$ cat src/rtl/decode_buffer_if.sv
// Fetch-side and instruction-queue-side handshake bundle for decode_buffer.
// The slave modport is the buffer; the master modport is its environment.
interface decode_buffer_if #(
  parameter int DEPTH   = 4,
  parameter int BR_ID_W = 3,
  parameter int CNT_W   = 32
);
  localparam int CW = $clog2(DEPTH + 1);

  logic               flush_i;
  logic               fetch_valid;
  logic               fetch_ready;
  logic [31:0]        fetch_instr;
  logic [31:0]        fetch_pc;
  logic [BR_ID_W-1:0] fetch_br_id;

  logic               out_valid;
  logic               out_ready;
  logic [31:0]        out_instr;
  logic [31:0]        out_pc;
  logic [6:0]         out_opcode;
  logic [2:0]         out_funct3;
  logic [6:0]         out_funct7;
  logic [4:0]         out_rs1;
  logic [4:0]         out_rs2;
  logic [4:0]         out_rd;
  logic [31:0]        out_i_imm;
  logic [31:0]        out_s_imm;
  logic [31:0]        out_b_imm;
  logic [31:0]        out_u_imm;
  logic [31:0]        out_j_imm;
  logic [BR_ID_W-1:0] out_br_id;

  logic [CW-1:0]      count;
  logic [CNT_W-1:0]   branch_count;

  modport slave (
    input  flush_i,
    input  fetch_valid,
    output fetch_ready,
    input  fetch_instr,
    input  fetch_pc,
    input  fetch_br_id,
    output out_valid,
    input  out_ready,
    output out_instr,
    output out_pc,
    output out_opcode,
    output out_funct3,
    output out_funct7,
    output out_rs1,
    output out_rs2,
    output out_rd,
    output out_i_imm,
    output out_s_imm,
    output out_b_imm,
    output out_u_imm,
    output out_j_imm,
    output out_br_id,
    output count,
    output branch_count
  );

  modport master (
    output flush_i,
    output fetch_valid,
    input  fetch_ready,
    output fetch_instr,
    output fetch_pc,
    output fetch_br_id,
    input  out_valid,
    output out_ready,
    input  out_instr,
    input  out_pc,
    input  out_opcode,
    input  out_funct3,
    input  out_funct7,
    input  out_rs1,
    input  out_rs2,
    input  out_rd,
    input  out_i_imm,
    input  out_s_imm,
    input  out_b_imm,
    input  out_u_imm,
    input  out_j_imm,
    input  out_br_id,
    input  count,
    input  branch_count
  );
endinterface

$ cat src/rtl/decode_buffer.sv
// Fetch-to-decode circular buffer with RV32I field/immediate predecode
// of the head entry and a retired-branch counter.
module decode_buffer #(
  parameter int DEPTH   = 4,
  parameter int BR_ID_W = 3,
  parameter int CNT_W   = 32
) (
  input  logic            clk,
  input  logic            rst,
  decode_buffer_if.slave  bus
);
  localparam int CW = $clog2(DEPTH + 1);
  localparam int PW = $clog2(DEPTH);

  localparam logic [6:0] OP_BRANCH = 7'b1100011;
  localparam logic [6:0] OP_STORE  = 7'b0100011;
  localparam logic [6:0] OP_JAL    = 7'b1101111;
  localparam logic [6:0] OP_JALR   = 7'b1100111;

  typedef struct packed {
    logic [31:0]        instr;
    logic [31:0]        pc;
    logic [BR_ID_W-1:0] br_id;
  } entry_t;

  entry_t           mem_q [DEPTH];
  logic [PW-1:0]    wptr_q;
  logic [PW-1:0]    rptr_q;
  logic [CW-1:0]    count_q;
  logic             pend_q;
  logic             rdy_q;
  logic [CNT_W-1:0] brc_q;

  entry_t           head;
  entry_t           wdat;
  logic [31:0]      hi;
  logic             full;
  logic             accept;
  logic             wr;
  logic             rd;
  logic             is_br;
  logic             no_rd;

  assign full   = (count_q == CW'(DEPTH));
  assign accept = bus.fetch_valid && bus.fetch_ready;
  // Beats during or right after a flush belong to the squashed path.
  assign wr     = accept && !bus.flush_i && !pend_q
               && (bus.fetch_instr != 32'h0);
  assign rd     = bus.out_valid && bus.out_ready;

  assign bus.fetch_ready = rdy_q && !full;
  assign bus.out_valid   = (count_q != '0) && !bus.flush_i;

  assign wdat.instr = bus.fetch_instr;
  assign wdat.pc    = bus.fetch_pc;
  assign wdat.br_id = bus.fetch_br_id;

  always_ff @(posedge clk) begin
    if (wr) begin
      mem_q[wptr_q] <= wdat;
    end
  end

  always_ff @(posedge clk or negedge rst) begin
    if (!rst) begin
      wptr_q  <= '0;
      rptr_q  <= '0;
      count_q <= '0;
      pend_q  <= 1'b0;
      rdy_q   <= 1'b0;
      brc_q   <= '0;
    end else begin
      rdy_q <= 1'b1;
      if (bus.flush_i) begin
        wptr_q  <= '0;
        rptr_q  <= '0;
        count_q <= '0;
        pend_q  <= !accept;
      end else begin
        if (accept) begin
          pend_q <= 1'b0;
        end
        if (wr) begin
          wptr_q <= wptr_q + PW'(1);
        end
        if (rd) begin
          rptr_q <= rptr_q + PW'(1);
        end
        count_q <= count_q + CW'(wr) - CW'(rd);
      end
      if (rd && is_br) begin
        brc_q <= brc_q + CNT_W'(1);
      end
    end
  end

  assign head = mem_q[rptr_q];
  assign hi   = head.instr;

  always_comb begin
    is_br = 1'b0;
    no_rd = 1'b0;
    unique case (hi[6:0])
      OP_BRANCH: begin
        is_br = 1'b1;
        no_rd = 1'b1;
      end
      OP_JAL, OP_JALR: is_br = 1'b1;
      OP_STORE:        no_rd = 1'b1;
      default: begin
        is_br = 1'b0;
        no_rd = 1'b0;
      end
    endcase
  end

  assign bus.out_instr  = hi;
  assign bus.out_pc     = head.pc;
  assign bus.out_br_id  = head.br_id;
  assign bus.out_opcode = hi[6:0];
  assign bus.out_funct3 = hi[14:12];
  assign bus.out_funct7 = hi[31:25];
  assign bus.out_rs1    = hi[19:15];
  assign bus.out_rs2    = hi[24:20];
  assign bus.out_rd     = no_rd ? 5'd0 : hi[11:7];

  assign bus.out_i_imm = {{20{hi[31]}}, hi[31:20]};
  assign bus.out_s_imm = {{20{hi[31]}}, hi[31:25], hi[11:7]};
  assign bus.out_b_imm = {{19{hi[31]}}, hi[31], hi[7],
                          hi[30:25], hi[11:8], 1'b0};
  assign bus.out_u_imm = {hi[31:12], 12'h000};
  assign bus.out_j_imm = {{11{hi[31]}}, hi[31], hi[19:12],
                          hi[20], hi[30:21], 1'b0};

  assign bus.count        = count_q;
  assign bus.branch_count = brc_q;
endmodule

$ cat src/flat_wrapper.sv
// flat-port wrapper written by rule: the top's interface ports become plain ports
module decode_buffer_flat 
#(
  parameter int DEPTH   = 4,
  parameter int BR_ID_W = 3,
  parameter int CNT_W   = 32
)
  (clk, rst, bus_flush_i, bus_fetch_valid, bus_fetch_ready, bus_fetch_instr, bus_fetch_pc, bus_fetch_br_id, bus_out_valid, bus_out_ready, bus_out_instr, bus_out_pc, bus_out_opcode, bus_out_funct3, bus_out_funct7, bus_out_rs1, bus_out_rs2, bus_out_rd, bus_out_i_imm, bus_out_s_imm, bus_out_b_imm, bus_out_u_imm, bus_out_j_imm, bus_out_br_id, bus_count, bus_branch_count);
  decode_buffer_if #(.DEPTH(DEPTH), .BR_ID_W(BR_ID_W), .CNT_W(CNT_W)) bus_i ();
  input  logic clk;
  input  logic rst;
  input wire logic [$bits(bus_i.flush_i)-1:0] bus_flush_i;
  input wire logic [$bits(bus_i.fetch_valid)-1:0] bus_fetch_valid;
  output wire logic [$bits(bus_i.fetch_ready)-1:0] bus_fetch_ready;
  input wire logic [$bits(bus_i.fetch_instr)-1:0] bus_fetch_instr;
  input wire logic [$bits(bus_i.fetch_pc)-1:0] bus_fetch_pc;
  input wire logic [$bits(bus_i.fetch_br_id)-1:0] bus_fetch_br_id;
  output wire logic [$bits(bus_i.out_valid)-1:0] bus_out_valid;
  input wire logic [$bits(bus_i.out_ready)-1:0] bus_out_ready;
  output wire logic [$bits(bus_i.out_instr)-1:0] bus_out_instr;
  output wire logic [$bits(bus_i.out_pc)-1:0] bus_out_pc;
  output wire logic [$bits(bus_i.out_opcode)-1:0] bus_out_opcode;
  output wire logic [$bits(bus_i.out_funct3)-1:0] bus_out_funct3;
  output wire logic [$bits(bus_i.out_funct7)-1:0] bus_out_funct7;
  output wire logic [$bits(bus_i.out_rs1)-1:0] bus_out_rs1;
  output wire logic [$bits(bus_i.out_rs2)-1:0] bus_out_rs2;
  output wire logic [$bits(bus_i.out_rd)-1:0] bus_out_rd;
  output wire logic [$bits(bus_i.out_i_imm)-1:0] bus_out_i_imm;
  output wire logic [$bits(bus_i.out_s_imm)-1:0] bus_out_s_imm;
  output wire logic [$bits(bus_i.out_b_imm)-1:0] bus_out_b_imm;
  output wire logic [$bits(bus_i.out_u_imm)-1:0] bus_out_u_imm;
  output wire logic [$bits(bus_i.out_j_imm)-1:0] bus_out_j_imm;
  output wire logic [$bits(bus_i.out_br_id)-1:0] bus_out_br_id;
  output wire logic [$bits(bus_i.count)-1:0] bus_count;
  output wire logic [$bits(bus_i.branch_count)-1:0] bus_branch_count;
  assign bus_i.flush_i = bus_flush_i;
  assign bus_i.fetch_valid = bus_fetch_valid;
  assign bus_fetch_ready = bus_i.fetch_ready;
  assign bus_i.fetch_instr = bus_fetch_instr;
  assign bus_i.fetch_pc = bus_fetch_pc;
  assign bus_i.fetch_br_id = bus_fetch_br_id;
  assign bus_out_valid = bus_i.out_valid;
  assign bus_i.out_ready = bus_out_ready;
  assign bus_out_instr = bus_i.out_instr;
  assign bus_out_pc = bus_i.out_pc;
  assign bus_out_opcode = bus_i.out_opcode;
  assign bus_out_funct3 = bus_i.out_funct3;
  assign bus_out_funct7 = bus_i.out_funct7;
  assign bus_out_rs1 = bus_i.out_rs1;
  assign bus_out_rs2 = bus_i.out_rs2;
  assign bus_out_rd = bus_i.out_rd;
  assign bus_out_i_imm = bus_i.out_i_imm;
  assign bus_out_s_imm = bus_i.out_s_imm;
  assign bus_out_b_imm = bus_i.out_b_imm;
  assign bus_out_u_imm = bus_i.out_u_imm;
  assign bus_out_j_imm = bus_i.out_j_imm;
  assign bus_out_br_id = bus_i.out_br_id;
  assign bus_count = bus_i.count;
  assign bus_branch_count = bus_i.branch_count;
  decode_buffer #(.DEPTH(DEPTH), .BR_ID_W(BR_ID_W), .CNT_W(CNT_W)) u_core (.clk(clk), .rst(rst), .bus(bus_i));
endmodule
$ cat config.mk
export PLATFORM = sky130hd
export DESIGN_NAME = decode_buffer_flat
export DESIGN_NICKNAME = d
export VERILOG_FILES = /design/src/rtl/decode_buffer_if.sv /design/src/rtl/decode_buffer.sv /design/src/flat_wrapper.sv
export SDC_FILE = /design/constraint.sdc
export NUM_CORES = 1
export LEC_CHECK = 0
export CAP_MARGIN = 25
export CELL_PAD_IN_SITES_DETAIL_PLACEMENT = 2
export CELL_PAD_IN_SITES_GLOBAL_PLACEMENT = 2
export CORE_MARGIN = 3
export CORE_UTILIZATION = 31
export CTS_CLUSTER_DIAMETER = 50
export DETAILED_ROUTE_END_ITERATION = 10
export PLACE_DENSITY_LB_ADDON = 0.1
export SLEW_MARGIN = 5
export SYNTH_ARGS = -nofsm -noshare
export SYNTH_HDL_FRONTEND = slang
export SYNTH_SLANG_ARGS = --single-unit
$ cat constraint.sdc
create_clock -name clk -period 3.5 [get_ports clk]
set_input_delay 0.7 -clock clk [delete_from_list [all_inputs] [get_ports clk]]
set_output_delay 0.7 -clock clk [all_outputs]
set_load 0.02 [all_outputs]
==> results of run 1 <==
## worst max-delay path by stage
stage / end / cells past startpoint
after floorplan: u_core.mem_q[1][0] / 5
after global placement: u_core.mem_q[1][46] / 7
after detailed placement: u_core.mem_q[0][7] / 8
after CTS: bus_out_s_imm[12] / 5
after global routing: bus_out_rd[2] / 6
final: bus_out_j_imm[28] / 5
## cell usage in the layout (no fill, tap or decap), drive strengths merged, types with 13 or more instances in the layout
cell type	count
conb	15
nor3	13
dfrtp	41
clkdlybuf4s50	288
clkbuf	50
buf	48
xor2	27
edfxtp	268
nand2	13
clkinv	13
nor4	21
inv	18
dlygate4sd2	29
nor2	17
mux4	67
dlymetal6s2s	35
## flip-flops by register name, indices dropped and copies added, names as in the netlist
name                     count
u_core.rptr_q                2
u_core.mem_q               268
u_core.rdy_q                 1
u_core.wptr_q                2
u_core.bus.branch_count     32
u_core.pend_q                1
u_core.bus.count             3
## through the flow
stage	setup TNS [ns]	worst slack, ns
finish	0	0.1124
global route	-0.004945	-0.003755
CTS	-0.04144	-0.004540
detailed placement	0	0.02732
global placement	-34.22	-0.2554
floorplan	0	0.1582
## worst max-delay path, stage by stage, from the launching register on
cell and delay [ns]:
dfrtp_4 0.53, buf_12 0.16, buf_16 0.16, mux4_2 0.38, buf_12 0.23, clkdlybuf4s50_1 0.65
## timing repair
item / in CTS / in global routing
gates resized for setup: 36 / 36
hold buffers: 1 / 0
hold endpoints to repair: 7 / 0
gates cloned: 1 / 0
buffers inserted: 3 / 1
pin swaps: 0 / 0
endpoints found under the setup margin: 134 / 88
## power breakdown
group / total (mW) / leakage [nW] / switching, mW / internal [mW]
Sequential: 4.12 / 2.94 / 0.0504 / 4.07
Combinational: 3.64 / 2.94 / 1.89 / 1.75
Clock: 4.00 / 0.635 / 1.62 / 2.38
## layout make-up
class,count,area [um^2]
Tap cell,539,674.4
Clock inverter,23,192.7
Clock buffer,50,1122
Fill cell,4001,24120
Timing Repair Buffer,402,4149
Sequential cell,309,9081
Inverter,12,45.04
Multi-Input combinational cell,234,2656
## metal layers
metal | wire (um) | global-route usage
met4 | 679 | 0.04680
met2 | 18070 | 0.2708
met5 | 47 | 0
met3 | 2133 | 0.03659
met1 | 13890 | 0.1837
## cell families after synthesis
kind of cell             count (synthesis)  synth area share
AO/OA/AOI/OAI                            3          0.001704
flip-flops                             309            0.6862
other                                    2         0.0005679
multiplexers                            70            0.1166
XOR/XNOR                                35           0.02318
adder cells (fa/ha/maj)                  8          0.008137
buffers and inverters                  220            0.1177
AND/OR/NAND/NOR                        103           0.04598
==> results.txt, run 1 <==
For hold timing, the worst endpoint is u_core.bus.branch_count[31]. The headroom to the max-slew limit is 0.4076. STA classifies the critical path startpoint as a flip-flop.

During I/O placement, the number of pins put on the boundary was 368. The number of cells in the finished layout apart from fillers is 1,569. Summed over all instances, the cell type with the most area after synthesis is edfxtp_1. After floorplanning, the core was sized to cover 0.04204 mm^2. The number of pins exceeding their max-slew limit in the final report was 0. The count of warnings emitted by yosys is 0.

The critical path data arrival time came out at 2.69 ns. The final setup violation count came out at 0. In the synthesized netlist the async set-or-reset flop fraction comes to 0.1327. Counting cells, the worst reg-to-reg path comes to 6. The via density per instance is between 4 and 5. The growth of design area from synthesis to finish came out at 35.52%. The first global-routing pass estimated 51,430 um of wire. The fmax came out at 0.2952 GHz. The placed instances occupy a cell area of approximately 0.016 mm^2. After global routing the overflow that remains totals 0. The number of nets with antenna violations after detailed routing is 0. The floorplan row count is 75.

The worst hold path belongs to the class flip-flop to flip-flop. The detailed-route wire length per cell came out at around 22 um. The initial antenna violation count is 4.

The total global-route track usage came out at 0.1524. The share of post-route cells with drive strength above 1 is 0.1913. The final design utilization came out at 0.4263. The sequential cell area fraction in the yosys report is 0.6862. The most instantiated flip-flop cell in the synthesis netlist is edfxtp_1.

The final RePlAce weighted congestion is 0.6591. The number of nets at the end of the flow came out at 1,081. The maximum number of pins on one net before global-route repair is 78. The most critical setup path has its startpoint at u_core.rptr_q[0].

The shortest clock period the worst path allows after layout came out at 3.388 ns. The area share of the largest cell type after synthesis is 0.6086. The vias after detailed routing is ~7,100. Buffers placed on the I/O ports in this run total around 350. Synthesis produced 750 cells.

The endpoint kind of the worst setup timing path is an output port. Counting flops with a built-in enable in the synthesized netlist gives 268. By area the synthesized netlist is led by edfxtp_1, mux4_2, buf_4. The startpoint identified for the worst register-to-register timing path is u_core.bus.count[2]. The CTS sink count came out at 309. The run finished with clean final reports.

The starting density of the core is 0.3146. The die width came out at 212.5 um. The launch point of the worst hold path is u_core.bus.branch_count[31].

The static leakage is 6.513 nW. The largest clock skew in the final design came out at 0.02647 ns. The required time at the endpoint of the critical path came out at 2.80 ns. TritonCTS built the clock tree.

The worst hold path cell count is 1. The die is 212.5 um tall. The first-pass iteration count of the detailed router is 5.

The maximum fanout count along the critical path came out at 77. The total inserted antenna cells is 0. Each instance of the synthesized netlist takes up on average 17.63 um^2.

In this run the critical register-to-register path is captured at u_core.mem_q[0][16]. The residual DRC count is 0. Across all hold checks on the routed design, the worst slack comes to 0.4805 ns. With fillers left out, the area of the finished cells amounts to 0.01792 mm^2. The mapped netlist covers 0.01322 mm^2. Buffers inserted during clock tree synthesis total 42. The max-cap violation count is 0. For this block, the initial DRC count from the detailed router was 246. The cell count after placement is 1,490. The HPWL after detailed placement is 23,500 um. The die area is 0.04517 mm^2.

The number of global-route vias before repair is 8,091. Summed over all layers, the routed wires come to about 35,000 um. The H-tree was split into 2 levels. The post-synthesis cell type count is 38. The number of hold violations in the final report is 0.

The later-pin clock latency in the skew report is between 0.5 and 0.6 ns. The transition at the pin with the smallest max-transition slack is 0.8805 ns. The most common cell in the netlist is edfxtp_1. Counting flops and latches in the post-synthesis netlist gives approximately 300. Clock tree synthesis selected as its root buffer the cell clkbuf_16. The register clock-pin slew on the reported worst setup and hold paths is 0.05 ns. The slack of the worst reg-to-reg path is 0.87 ns. The design draws 11.77 mW. For this design the ratio of total power to cell area is roughly 660 mW/mm^2. The maximum ir drop on the vdd rail came out at ~0.34 mV. The clock tree buffer depth is 3. Dividing the final minimum period by the clock period gives 0.9679.

After synthesis, the most frequently instantiated cells are edfxtp_1, buf_4, mux4_2. The worst setup path is of the flip-flop to output port kind.
Power figures use the tool's default switching activity.
==> run 2, diff against run 1 <==
Settings changed: ABC_CLOCK_PERIOD_IN_PS set to 3500, CORE_MARGIN 3 to not set.
==> run 2 against run 1 <==
  * Die area decreased by 3.7%
  * Design area decreased by 0.96%
  * Critical path depth is 1 lower
  * Clock-buffer cell count down 2
  * First-iteration DRC count up 0.41%
  * Wire length fell by 3.2%
  * Via count decreased by 0.56%
  * Power down 1.1%
  * Worst hold slack got worse by 0.21 ns
  * Clock power hardly changed
  * Sequential power barely moved
  * Largest power group unchanged
  * Highest routed layer is now met4
==> results.txt, run 2 (same netlist as run 1, synthesis figures left out) <==
The run finished with clean final reports. Once detail routing completed, the nets flagged for antenna violations numbered 0. The critical path data arrival time came out at around 2.7 ns. The final setup violation count is 0. The total number of H-tree levels came out at 2.

The number of pins exceeding their max-slew limit in the final report is 0. The register clock-pin slew on the reported worst setup and hold paths is 0.06 ns. The total overflow left after global routing is 0.

The shortest clock period the worst path allows after layout is 3.392 ns. The floorplan step defined a core boundary enclosing 0.04204 mm^2. The least setup slack across all paths after layout came out at 0.1082 ns. The starting density of the core came out at 0.3146. The via density per instance came out at 4.508.

TritonCTS built the clock tree. Clock tree synthesis inserted a total of 40 buffers. For this block, the routed nets add up to 33,700 um of wire. The power per cell area came out at 655.7 mW/mm^2.

The number of nets at the end of the flow is 1,073. The kind of start point of the critical path is a flip-flop. The die extent in y came out at between 200 and 250 um. The largest clock skew in the final design came out at roughly 0.022 ns. The worst slack at placement is -0.2681 ns. The first global-routing pass estimated 50,050 um of wire.

Ranked by flip-flop count, first place goes to u_core.mem_q. The number of global-route vias before repair is 7,634. The number of hold violations in the final report was 0.

After detailed routing, the number of remaining DRC violations is 0. Of all nets on the critical path, the largest fanout is 16. The maximum number of pins on one net before global-route repair is 78. The critical path is of the flip-flop to output port type. The maximum ir drop on the vdd rail came out at 0.3707 mV. The fmax came out at 0.2948 GHz. The classification of the worst-slack hold path is primary input to asynchronous set/reset pin. The layout filler cell count is 4,053. The register with the most flip-flops in the layout has 268 of them. The placed wire-length estimate after detailed placement is 22,730 um. The cell count after placement came out at 1,487. In the layout the commonest cells are edfxtp_1, clkdlybuf4s50_1, dlygate4sd2_1. The worst setup path is captured at an output port. Setup repair after global routing could not meet its margin everywhere. The total global-route track usage is 0.1547. Of the cells placed in the final design, the portion with a size suffix greater than 1 is 0.1869.

After detailed routing, the average wire length per cell comes to 21.55 um. The number of design-rule violations left by the first detailed-router iteration came out at about 250. The final-layout setup total negative slack came out at 0 ns. The tree is rooted in a clkbuf_16. After clock tree synthesis, the flow added hold-fix buffers numbering 0. The headroom to the max-slew limit is 0.4600. The number of top-level design ports is 368. The congestion estimate from routability-driven global placement came to 0.7061. Final hold analysis gives a worst-case slack of 0.2694 ns. Leaving out fill and tap cells, the most frequent cell in the layout is edfxtp_1.

The die width came out at 208.5 um. The initial antenna violation count is 4. The die area is ~0.043 mm^2. The required time at the endpoint of the critical path is 2.80 ns. The transition at the pin with the smallest max-transition slack is 0.8100 ns.

The CTS sink count is 309. The growth of design area from synthesis to finish is 34.22%. The tool flagged a number of max-cap violations equal to 0. The number of cells in the finished layout apart from fillers is 1,564. The vias after detailed routing came out at 7,051. The static leakage came out at roughly 6.4 nW. The clock passes through at most 3 buffers. The total power of the final layout came out at 11.64 mW. Of the available clock period, the critical path in the final layout requires 0.9691.

The port buffer count is approximately 350. The first TritonRoute pass finished after 4 iterations. The later-pin clock latency in the skew report is 0.53 ns. The floorplan row count is between 70 and 80.
[run 2: final cells by class]
class,count,area (um^2),share of cell area
antenna,3,7.507,0.0004230
clock buffer,48,1031,0.05809
clock inverter,23,267.8,0.01509
inverter,12,45.04,0.002538
multi-input combinational,234,2664,0.1501
sequential,309,9081,0.5116
tap,539,674.4,0.03800
timing repair buffer,396,3979,0.2242
[run 2: timing repair]
action                     4_1_cts  5_1_grt
buffers inserted                 3        0
gates cloned                     1        0
pin swaps                        0        0
gates resized for setup         95       15
setup endpoints to repair      129       28
[run 2: path summary, 6_finish.rpt]
| path | startpoint | endpoint | slack [ns] | cells after the start |
|---|---|---|---|---|
| worst max-delay path | u_core.rptr_q[0] | bus_out_pc[29] | 0.11 | 4 |
| worst max register to register | u_core.bus.count[0] | u_core.bus.count[2] | 0.79 | 10 |
| worst min-delay path | rst | u_core.pend_q | 0.27 | 1 |
| max in group asynchronous | rst | u_core.bus.branch_count[11] | 2.56 | 2 |
| min in group clk | u_core.bus.branch_count[31] | u_core.bus.branch_count[31] | 0.48 | 1 |
| worst min register to register | u_core.bus.branch_count[31] | u_core.bus.branch_count[31] | 0.48 | 1 |
[run 2: report_power, final]
group	switching [mW]	internal [mW]	leakage, nW
logic	1.87	1.62	2.79
clock network	1.53	2.48	0.639
registers	0.0582	4.07	2.94
[run 2: routing by layer]
| layer | global-route usage | vias to the layer above | wire [um] |
|---|---|---|---|
| li1 | - | 3131 | - |
| met1 | 0.1881 | 3629 | 13870 |
| met2 | 0.2718 | 247 | 17270 |
| met3 | 0.03970 | 44 | 1998 |
| met4 | 0.04082 | 0 | 564 |
| met5 | 0 | - | 0 |
[run 2: critical path, stage by stage (launching register included)]
cell             delay [ns]
dfrtp_4                0.51
buf_6                  0.20
bufbuf_16              0.36
mux4_2                 0.52
clkdlybuf4s50_1        0.58
[run 2: metrics by stage]
stage / area (um^2) / utilization
global placement: 16420 / 0.3907
CTS: 17700 / 0.4211
floorplan: 13280 / -
detailed placement: 16430 / 0.3909
global route: 17740 / 0.4220
finish: 17750 / 0.4222
==> run 3, diff against run 2 <==
Settings changed: GPL_ROUTABILITY_DRIVEN set to 0, GPL_TIMING_DRIVEN set to 0.
==> run 3 against run 2 <==
  * Clock-buffer cell count is 2 higher
  * Design area is 7.3% higher
  * Register-to-register slack got worse by 0.19 ns
  * Utilization rose by 3.1 points
  * Die area unchanged
  * Combinational power is 21% higher
  * Critical path depth up 3
  * Global-route usage increased by 1.4 points
  * Via count up 11%
  * Worst hold slack worse by 0.064 ns
  * Cell count grew 12%
  * Largest power group is now combinational logic
==> results.txt, run 3 (same netlist as run 1, synthesis figures left out) <==
The flow ran to the end, and the final reports show no timing, DRC or antenna violations. The final setup violation count is 0. STA classifies the critical path startpoint as a flip-flop. The residual overflow from global routing came out at 0. The core outline area is 0.04204 mm^2. The highest layer touched by signal routing is met5. Leaving out fill and tap cells, the most frequent cells in the layout are edfxtp_1, buf_4, clkdlybuf4s50_1. After detailed routing, the number of remaining DRC violations is 0. STA puts the critical path data required time at 2.80 ns. The hold buffer count at cts came out at 0. The number of nets at the end of the flow came out at 1,264.

The wire length on met3 is 2460 um. Setup repair after global routing left no endpoint under its margin. The power per cell area is 645.8 mW/mm^2. The cell family contributing the most delay on the critical path is buffers and inverters. The number of global-route vias before repair is 8,454. The placed wire-length estimate after detailed placement came out at 24,990 um. The register with the most flip-flops in the final layout is u_core.mem_q. The worst hold slack across all endpoints came out at 0.2055 ns.

The worst reg2reg path startpoint is u_core.bus.count[1]. The die extent in y is 208.5 um. Summing over every cut layer, the via total after detailed routing is roughly 8,000. The via density per instance came out at 4.440. The fmax came out at 0.2971 GHz. The CTS sink count came out at 309. Timing analysis after detailed placement gives a worst setup slack of -0.6441 ns.

The first-pass GRT wire length came out at about 55,000 um. The largest clock skew in the final design is 0.02569 ns. The endpoint kind of the worst setup timing path is an output port. TritonCTS built the clock tree. The worst-case IR drop observed on VDD is 0.4126 mV. The die covers 0.04349 mm^2. The critical path starts at u_core.rptr_q[0]. The initial antenna violation count came out at 4. The critical path data arrival time is 2.67 ns. For this design, the slowest cell found on the critical path is mux4_2. The met1 layer wirelength in the final routing is between 10,000 and 15,000 um. Following the worst setup path forward leads to its endpoint at bus_out_rs2[3]. The number of cells on the critical path is 7. The die width came out at 208.5 um. The area of all placed cells without fillers is 0.01905 mm^2.

The largest single stage delay on the critical path is 0.56 ns. The clock passes through at most 3 buffers. The critical path buffer and inverter count is 6. For the worst flop-to-flop path, the logic depth is 7. The static leakage came out at 7.387 nW.

The tightest min-delay check is of the primary input to asynchronous set/reset pin type. Entering global routing, the biggest net connects 46 pins. The register with the most flip-flops in the layout has 268 of them.

The transition at the pin with the smallest max-transition slack came out at 0.7270 ns. The endpoint of the lowest-slack register-to-register path is u_core.mem_q[2][2]. Across every metal layer, demand over resource in global routing totals 0.1692. The cell count after placement came out at 1,662. The most frequent standard cell in the layout excluding fill and tap cells is edfxtp_1.

The number of cells in the finished layout apart from fillers came out at 1,757. The total clock buffers created by CTS came out at 39. The initial utilization of the core area, before any placement, comes to 0.3146. Wires add up to 36,560 um. The share of the cycle needed by the critical path after routing is 0.9616. The kind of critical path is flip-flop to output port. The max-cap violation count is 0. The root buffer cell is clkbuf_16. The clock tree synthesis step divided the H-tree into 2 levels. The signal on the critical path passes through buf_6, buf_12, buf_16, buf_12, mux4_2, buf_4, clkdlybuf4s50_1. After clock tree synthesis, the clock-pin slew on the worst setup and hold paths is 0.06 ns. The shortest clock period the worst path allows after layout came out at 3.366 ns. 368 I/O pins were placed. The first-pass iteration count of the detailed router is 4. The met2 wirelength from detailed routing came out at around 19,000 um.

The number of pins exceeding their max-slew limit in the final report is 0. The number of hold violations in the final report is 0. The slack of the worst reg-to-reg path came out at 0.60 ns. The growth of design area from synthesis to finish came out at 44.06%. The number of design-rule violations left by the first detailed-router iteration is between 300 and 400.

At the later pin of the worst-skew pair, clock insertion delay measures 0.53 ns. The port buffer count came out at 353. The least setup slack across all paths after layout came out at 0.1344 ns. The share of post-route cells with drive strength above 1 is 0.3226.

The detailed-route wire length per cell is 20.81 um. Once placement finished, the instance area stood at roughly 0.018 mm^2. The maximum fanout count along the critical path came out at 9.

The number of nets with antenna violations after detailed routing came out at 0. In this run the tightest slew margin relative to its limit is 0.5109. The floorplan row count came out at 75. The most frequent cell on the critical path is buf_12.
run 3: report_power, final:
| group | internal [mW] | switching, mW |
|---|---|---|
| sequential | 4.07 | 0.0418 |
| combinational | 2.15 | 2.08 |
| clock | 2.42 | 1.54 |
run 3: through the flow:
step           setup TNS [ns]  power (mW)  utilization
6_report                    0       12.30       0.4532
5_1_grt                     0       12.83       0.4530
4_1_cts              -0.06219       12.49       0.4513
3_5_place_dp          -114.83       8.620       0.4198
3_3_place_gp          -441.31       8.582       0.4159
2_1_floorplan               0       6.690            -
run 3: worst min path at each step:
stage                     depth (start not counted)                   startpoint                           to
after floorplan                                   0                          rst   u_core.bus.branch_count[0]
after global placement                            1                u_core.pend_q                u_core.pend_q
after detailed placement                          1  u_core.bus.branch_count[31]  u_core.bus.branch_count[31]
after CTS                                         1                          rst   u_core.bus.branch_count[0]
after global routing                              1                          rst             u_core.rptr_q[0]
final                                             1                          rst             u_core.rptr_q[0]
run 3: layer usage:
metal / GRT usage / up-vias
met5: 0 / -
met4: 0.03550 / 2
met3: 0.04725 / 36
met2: 0.2951 / 262
met1: 0.2085 / 3976
li1: - / 3525
run 3: final cells by class:
type	count	area, um^2
Antenna cell	3	7.507
Buffer	208	1618
Clock buffer	50	1039
Clock inverter	22	241.5
Fill cell	4096	22990
Inverter	12	45.04
Multi-Input combinational cell	235	2684
Sequential cell	309	9075
Tap cell	539	674.4
Timing Repair Buffer	379	3667
run 3: timing repair:
action / CTS / global route
setup endpoints to repair: 216 / 19
setup buffers: 15 / 4
endpoints found under the hold margin: 0 / 0
gates resized for setup: 212 / 16
gates cloned: 1 / 0
run 3: worst reg2reg max path, stage by stage (launching register included):
cell	delay, ns
dfrtp_1	0.46
nor2_1	0.08
a21boi_0	0.25
nand2_1	0.15
nor4_1	0.57
buf_2	0.28
and2_4	0.44
buf_16	0.30
